**config.mk**
```make
export PLATFORM = sky130hd
export DESIGN_NAME = cic_decim
export DESIGN_NICKNAME = d
export VERILOG_FILES = /design/src/rtl/cic_decim.sv
export SDC_FILE = /design/constraint.sdc
export NUM_CORES = 1
export LEC_CHECK = 0
export ABC_AREA = 1
export BUFFER_PORTS_ARGS = -buffer_cell sky130_fd_sc_hd__buf_2
export CAP_MARGIN = 10
export CORE_MARGIN = 4
export CORE_UTILIZATION = 59
export DETAILED_ROUTE_END_ITERATION = 8
export PLACE_DENSITY = 0.81
export RECOVER_POWER = 100
export SYNTH_ARGS = -nofsm -noshare
export SYNTH_HDL_FRONTEND = slang
export SYNTH_SLANG_ARGS = --single-unit
```
**constraint.sdc**
```tcl
create_clock -name clk -period 13.7 [get_ports clk]
set_input_delay 2.055 -clock clk [delete_from_list [all_inputs] [get_ports clk]]
set_output_delay 2.055 -clock clk [all_outputs]
set_load 0.02 [all_outputs]
```
**src/rtl/cic_decim.sv**
```systemverilog
// ---------------------------------------------------------------------------------------------
// cic_decim: PDM-to-PCM CIC decimator (first stage of the mic receive chain, feeds hb1).
//
// A 1-bit PDM stream (1 -> +1, 0 -> -1) is integrated by CIC_ORDER integrators at the PDM
// rate. The stream is decimated by R = 2**DEC_LOG2, passed through CIC_ORDER pipelined comb
// stages (M = 1), scaled by an arithmetic right shift and saturated to a signed OUT_W sample.
// All integrator and comb arithmetic wraps modulo 2**ACC_W (Hogenauer), which keeps the comb
// output exact.
//
// Ports
//   clk        in   1      system clock
//   reset      in   1      asynchronous, active-high reset
//   pdm_bit    in   1      PDM sample, consumed only when pdm_valid is high
//   pdm_valid  in   1      one-cycle PDM strobe
//   y_out      out  OUT_W  signed Q15 PCM sample, held until the next output
//   y_valid    out  1      one-cycle strobe marking a new y_out
//
// Optional feature macro: CIC_DC_BLOCK_EN
//   When defined, a first-order DC blocker d[n] = v[n] - v[n-1] + d[n-1] - (d[n-1] >>> 8)
//   follows saturation (24-bit state, saturated to OUT_W) and adds one clk of latency.
// ---------------------------------------------------------------------------------------------
module cic_decim #(
    parameter int unsigned CIC_ORDER = 4,
    parameter int unsigned DEC_LOG2  = 4,
    parameter int unsigned OUT_W     = 16
) (
    input  logic                    clk,
    input  logic                    reset,
    input  logic                    pdm_bit,
    input  logic                    pdm_valid,
    output logic signed [OUT_W-1:0] y_out,
    output logic                    y_valid
);

    localparam int unsigned ACC_W    = 2 + CIC_ORDER * DEC_LOG2;
    localparam int          SH       = int'(CIC_ORDER * DEC_LOG2) - int'(OUT_W - 1);
    localparam int unsigned SETTLE_W = $clog2(CIC_ORDER + 1);

    localparam logic signed [ACC_W-1:0]  ACC_ONE     = ACC_W'(1);
    localparam logic signed [ACC_W-1:0]  ACC_MONE    = {ACC_W{1'b1}};
    localparam logic signed [ACC_W-1:0]  SAT_MAX     = ACC_W'((1 << (OUT_W - 1)) - 1);
    localparam logic signed [ACC_W-1:0]  SAT_MIN     = ~SAT_MAX;
    localparam logic [DEC_LOG2-1:0]      PH_ONE      = DEC_LOG2'(1);
    localparam logic [SETTLE_W-1:0]      SETTLE_ONE  = SETTLE_W'(1);
    localparam logic [SETTLE_W-1:0]      SETTLE_DONE = SETTLE_W'(CIC_ORDER);

    // Integrators, phase counter
    logic signed [ACC_W-1:0] integ_q [CIC_ORDER];
    logic signed [ACC_W-1:0] integ_d [CIC_ORDER];
    logic [DEC_LOG2-1:0]     phase_q;
    logic                    dec_stb;

    // Comb pipeline: c_q[0] is the latched integrator output, c_q[k] the k-th comb output.
    // tok_q[k] marks that c_q[k] was just loaded with the in-flight sample.
    logic signed [ACC_W-1:0] c_q    [CIC_ORDER+1];
    logic signed [ACC_W-1:0] prev_q [CIC_ORDER];
    logic [CIC_ORDER:0]      tok_q;

    logic [SETTLE_W-1:0]     settle_q;
    logic                    settled;
    logic signed [ACC_W-1:0] scaled;
    logic signed [OUT_W-1:0] sat_val;

    assign dec_stb = pdm_valid && (phase_q == '1);
    assign settled = (settle_q == SETTLE_DONE);

    always_comb begin
        integ_d[0] = integ_q[0] + (pdm_bit ? ACC_ONE : ACC_MONE);
        for (int k = 1; k < int'(CIC_ORDER); k++) begin
            // Each stage adds the previous stage's registered value (register-to-register).
            integ_d[k] = integ_q[k] + integ_q[k-1];
        end
    end

    always_ff @(posedge clk or posedge reset) begin
        if (reset) begin
            for (int k = 0; k < int'(CIC_ORDER); k++) integ_q[k] <= '0;
            phase_q <= '0;
        end else if (pdm_valid) begin
            for (int k = 0; k < int'(CIC_ORDER); k++) integ_q[k] <= integ_d[k];
            phase_q <= phase_q + PH_ONE;
        end
    end

    always_ff @(posedge clk or posedge reset) begin
        if (reset) begin
            for (int k = 0; k <= int'(CIC_ORDER); k++) c_q[k] <= '0;
            for (int k = 0; k < int'(CIC_ORDER); k++) prev_q[k] <= '0;
            tok_q <= '0;
        end else begin
            tok_q <= {tok_q[CIC_ORDER-1:0], dec_stb};
            if (dec_stb) begin
                c_q[0] <= integ_d[CIC_ORDER-1];
            end
            for (int k = 1; k <= int'(CIC_ORDER); k++) begin
                if (tok_q[k-1]) begin
                    c_q[k]      <= c_q[k-1] - prev_q[k-1];
                    prev_q[k-1] <= c_q[k-1];
                end
            end
        end
    end

    always_comb begin
        scaled = c_q[CIC_ORDER] >>> SH;
        if (scaled > SAT_MAX) begin
            sat_val = SAT_MAX[OUT_W-1:0];
        end else if (scaled < SAT_MIN) begin
            sat_val = SAT_MIN[OUT_W-1:0];
        end else begin
            sat_val = scaled[OUT_W-1:0];
        end
    end

    // Counts the warm-up outputs whose comb history is still invalid.
    always_ff @(posedge clk or posedge reset) begin
        if (reset) begin
            settle_q <= '0;
        end else if (tok_q[CIC_ORDER] && !settled) begin
            settle_q <= settle_q + SETTLE_ONE;
        end
    end

`ifdef CIC_DC_BLOCK_EN
    localparam int unsigned DC_W = 24;
    localparam logic signed [DC_W-1:0] DC_MAX = DC_W'((1 << (OUT_W - 1)) - 1);
    localparam logic signed [DC_W-1:0] DC_MIN = ~DC_MAX;

    logic signed [OUT_W-1:0] v_q;
    logic                    v_stb_q;
    logic                    v_ok_q;
    logic signed [DC_W-1:0]  v_prev_q;
    logic signed [DC_W-1:0]  d_q;
    logic signed [DC_W-1:0]  v_ext;
    logic signed [DC_W-1:0]  d_d;
    logic signed [OUT_W-1:0] d_sat;
    logic signed [OUT_W-1:0] y_q;
    logic                    y_valid_q;

    always_comb begin
        v_ext = {{(DC_W - OUT_W){v_q[OUT_W-1]}}, v_q};
        d_d   = v_ext - v_prev_q + d_q - (d_q >>> 8);
        if (d_d > DC_MAX) begin
            d_sat = DC_MAX[OUT_W-1:0];
        end else if (d_d < DC_MIN) begin
            d_sat = DC_MIN[OUT_W-1:0];
        end else begin
            d_sat = d_d[OUT_W-1:0];
        end
    end

    always_ff @(posedge clk or posedge reset) begin
        if (reset) begin
            v_q       <= '0;
            v_stb_q   <= 1'b0;
            v_ok_q    <= 1'b0;
            v_prev_q  <= '0;
            d_q       <= '0;
            y_q       <= '0;
            y_valid_q <= 1'b0;
        end else begin
            v_stb_q   <= tok_q[CIC_ORDER];
            y_valid_q <= 1'b0;
            if (tok_q[CIC_ORDER]) begin
                v_q    <= sat_val;
                v_ok_q <= settled;
            end
            // Blocker state advances on every decimated sample, warm-up ones included.
            if (v_stb_q) begin
                v_prev_q  <= v_ext;
                d_q       <= d_d;
                y_q       <= d_sat;
                y_valid_q <= v_ok_q;
            end
        end
    end
`else
    logic signed [OUT_W-1:0] y_q;
    logic                    y_valid_q;

    always_ff @(posedge clk or posedge reset) begin
        if (reset) begin
            y_q       <= '0;
            y_valid_q <= 1'b0;
        end else begin
            y_valid_q <= 1'b0;
            if (tok_q[CIC_ORDER]) begin
                y_q       <= sat_val;
                y_valid_q <= settled;
            end
        end
    end
`endif

    assign y_out   = y_q;
    assign y_valid = y_valid_q;

endmodule

```
==> impl_metrics.csv <==
group,metric,value,unit
yosys,avgSynthCellArea,7.16,sq um
clock_tree,cts_resized,0,
yosys,ys_seq_area_share,38.1,%
die,dieHeight,179,um
global_routing,grt_pass1_wl,64.7,mm
clock_tree,tritoncts,"built",
placed_design,portBuffers,20,
die,num_rows,62,
yosys,synthCells,2402,
layout,finalInstanceArea,18600,sq um
global_routing,grt_max_degree,123,
layout,diodes,0,
global_routing,antenna_found_initial,0,
timing,max_freq,0.149,GHz
layout,drive_gt1_share,3.17,%
detailed_routing,ant_nets,0,
detailed_routing,wirelength,37.1,mm
global_routing,grt_use_total,23.8,%
timing,rsz0062_at_grt,"no",
global_routing,grt_pass1_vias,14150,
detailed_routing,vias,14917,
worst_setup_path,r2r_cells,5,
worst_setup_path,cp.required,14180,ps
die,dieArea,32000,sq um
worst_setup_path,end_kind,"register",
worst_setup_path,cp_max_fo,72,
timing,finalSetupTns,0,ps
worst_setup_path,crit_end,"integ_q[26]$_DFFE_PP0P_",
placed_design,place_area,17600,sq um
detailed_routing,drtPass1Iterations,5,
clock_tree,ctsRootBufferMaster,"clkbuf_16",
worst_setup_path,reg2reg_from,"tok_q[0]$_DFF_PP0_",
timing,worst_slack,7000,ps
timing,finalHoldViolations,0,
yosys,synth-seq-cells,262,
clock_tree,cts_max_level,1,
die,start_util,60.0,%
detailed_routing,drc,0,
die,core,28700,sq um
detailed_routing,drtIter0Drc,1165,
layout,layout_commonest_cell,"nand2_1",
timing,slew_headroom,-248,%
detailed_routing,wl_per_cell,13.2,um
placed_design,dp_hpwl,27.1,mm
placed_design,dp_slack,9720,ps
clock_tree,cts_setup_buffers,0,
worst_setup_path,crit_type,"in2reg",
hold_path,holdCritPathClass,"reg2reg",
global_routing,overflow,0,
worst_setup_path,r2r_slack,10370,ps
layout,final_cell_mix,"nand2_1, inv_1, dfrtp_1",
worst_setup_path,arrival,7180,ps
clock_tree,worstSkewPairLatency,560,ps
yosys,ys.warnings.count,0,
timing,tightest_slew,5190,ps
die,boundaryPins,21,
worst_setup_path,rr_endpoint,"c_q[56]$_DFFE_PP0P_",
timing,setup_violations,0,
yosys,netlist_area,17200,sq um
worst_setup_path,start_kind,"input port",
die,die_w,179,um
status,violations,"max-capacitance violations, max-slew violations",
job,max_cap_viol_count,7,
timing,fin_worst_skew,15.8,ps
timing,fin_crit_sh,48.9,%
clock_tree,cts_sinks,262,
yosys,yosys.cell_types.count,31,
timing,whs,471,ps
status,outcome,"finished with violations",
clock_tree,cts.clk_slew.worst_paths,60,ps
placed_design,routabilityCongestion,0.920,
worst_setup_path,cp-startpoint,"pdm_valid",
timing,fin_crit,6700,ps
clock_tree,cts_max_path_buffers,3,
timing,slew_viol_final,434,
detailed_routing,vias_per_cell,5.30,
clock_tree,hold_buffers,0,
layout,nNetsFinal,2558,
layout,fillers,2514,
layout,areaGrowthSynthToFinish,7.79,%
yosys,syn_nets,2551,
clock_tree,cts_buffers,29,
routing by layer:
| metal | track usage, % | share of wire (%) | vias up |
|---|---|---|---|
| li1 | - | - | 7691 |
| met1 | 33.6 | 48 | 6915 |
| met2 | 40.2 | 47 | 256 |
| met3 | 2.34 | 3.6 | 55 |
| met4 | 4.96 | 1.9 | 0 |
| met5 | 0 | 0 | - |
layout make-up:
type	count	area [sq um]	area share [%]
multi-input cells	1802	9360	50.4
well taps	384	480	2.59
flip-flops and latches	262	6560	35.3
inverters	286	1070	5.79
clock inverters	11	123	0.661
clock buffers	42	845	4.55
repair buffers	28	116	0.627
kinds of logic after synthesis:
kind of cell / count (synthesis) / synth area share (%)
AO/OA/AOI/OAI: 340 / 10.2
XOR/XNOR: 61 / 3.10
adder cells (fa/ha/maj): 145 / 10.9
buffers and inverters: 338 / 7.53
flip-flops: 262 / 38.1
AND/OR/NAND/NOR: 1256 / 30.2
critical path, cell delays in order:
cell and delay (ps):
buf_2 70, clkbuf_1 1940, inv_1 1160, clkbuf_1 1280, a21oi_1 430, o21ai_0 130
nand2_1 70
cells in the mapped netlist:
cell | instances | share of area (%)
a31oi_1 | 6 | 0.22
a21oi_1 | 127 | 3.7
nor2_1 | 120 | 2.6
dfrtp_1 | 262 | 38
o21bai_1 | 2 | 0.087
xnor2_1 | 43 | 2.2
nor2_2 | 3 | 0.11
nor3_2 | 1 | 0.058
inv_1 | 281 | 6.1
inv_2 | 3 | 0.065
ha_1 | 137 | 10
o21ai_1 | 15 | 0.44
nand2_1 | 889 | 19
or2_1 | 2 | 0.073
clkbuf_1 | 33 | 0.72
o21ai_0 | 176 | 5.1
o21ai_2 | 5 | 0.25
fa_1 | 8 | 0.93
buf_1 | 2 | 0.044
nand4_1 | 5 | 0.18
clkinv_1 | 2 | 0.044
nand3_1 | 153 | 4.4
buf_2 | 15 | 0.44
nand3b_1 | 34 | 1.5
and2_1 | 11 | 0.40
a21o_1 | 9 | 0.39
nand3_2 | 9 | 0.52
xor2_1 | 18 | 0.92
buf_4 | 2 | 0.087
nor3_1 | 22 | 0.64
nand2_2 | 7 | 0.25
metrics by stage:
stage | utilization (%) | std cells
2_1_floorplan | - | 2402
3_3_place_gp | 61.4 | 2762
3_5_place_dp | 61.4 | 2762
4_1_cts | 64.8 | 2815
5_1_grt | 64.6 | 2815
6_report | 64.6 | 2815
sequential cells by signal, summed over array words and instances, names as in the netlist:
signal    flops
y_valid       1
settle_q      3
phase_q       4
prev_q       72
tok_q         5
integ_q      72
y_out        16
c_q          89
worst min path at each step:
| stage | startpoint | endpoint | slack (ps) | cells past startpoint |
|---|---|---|---|---|
| 4_1_cts | y_out[9]$_DFFE_PP0P_ | y_out[9]$_DFFE_PP0P_ | 480 | 2 |
| 5_1_grt | settle_q[2]$_DFFE_PP0P_ | settle_q[2]$_DFFE_PP0P_ | 500 | 1 |
| 2_1_floorplan | tok_q[0]$_DFF_PP0_ | tok_q[1]$_DFF_PP0_ | 350 | 0 |
| 3_3_place_gp | y_out[15]$_DFFE_PP0P_ | y_out[15]$_DFFE_PP0P_ | 460 | 2 |
| 3_5_place_dp | c_q[14]$_DFFE_PP0P_ | c_q[14]$_DFFE_PP0P_ | 470 | 2 |
| 6_report | phase_q[3]$_DFFE_PP0P_ | phase_q[3]$_DFFE_PP0P_ | 470 | 1 |
Power is not shown: default switching activity piles up to over one toggle a cycle in this logic, so the estimate is an artifact.
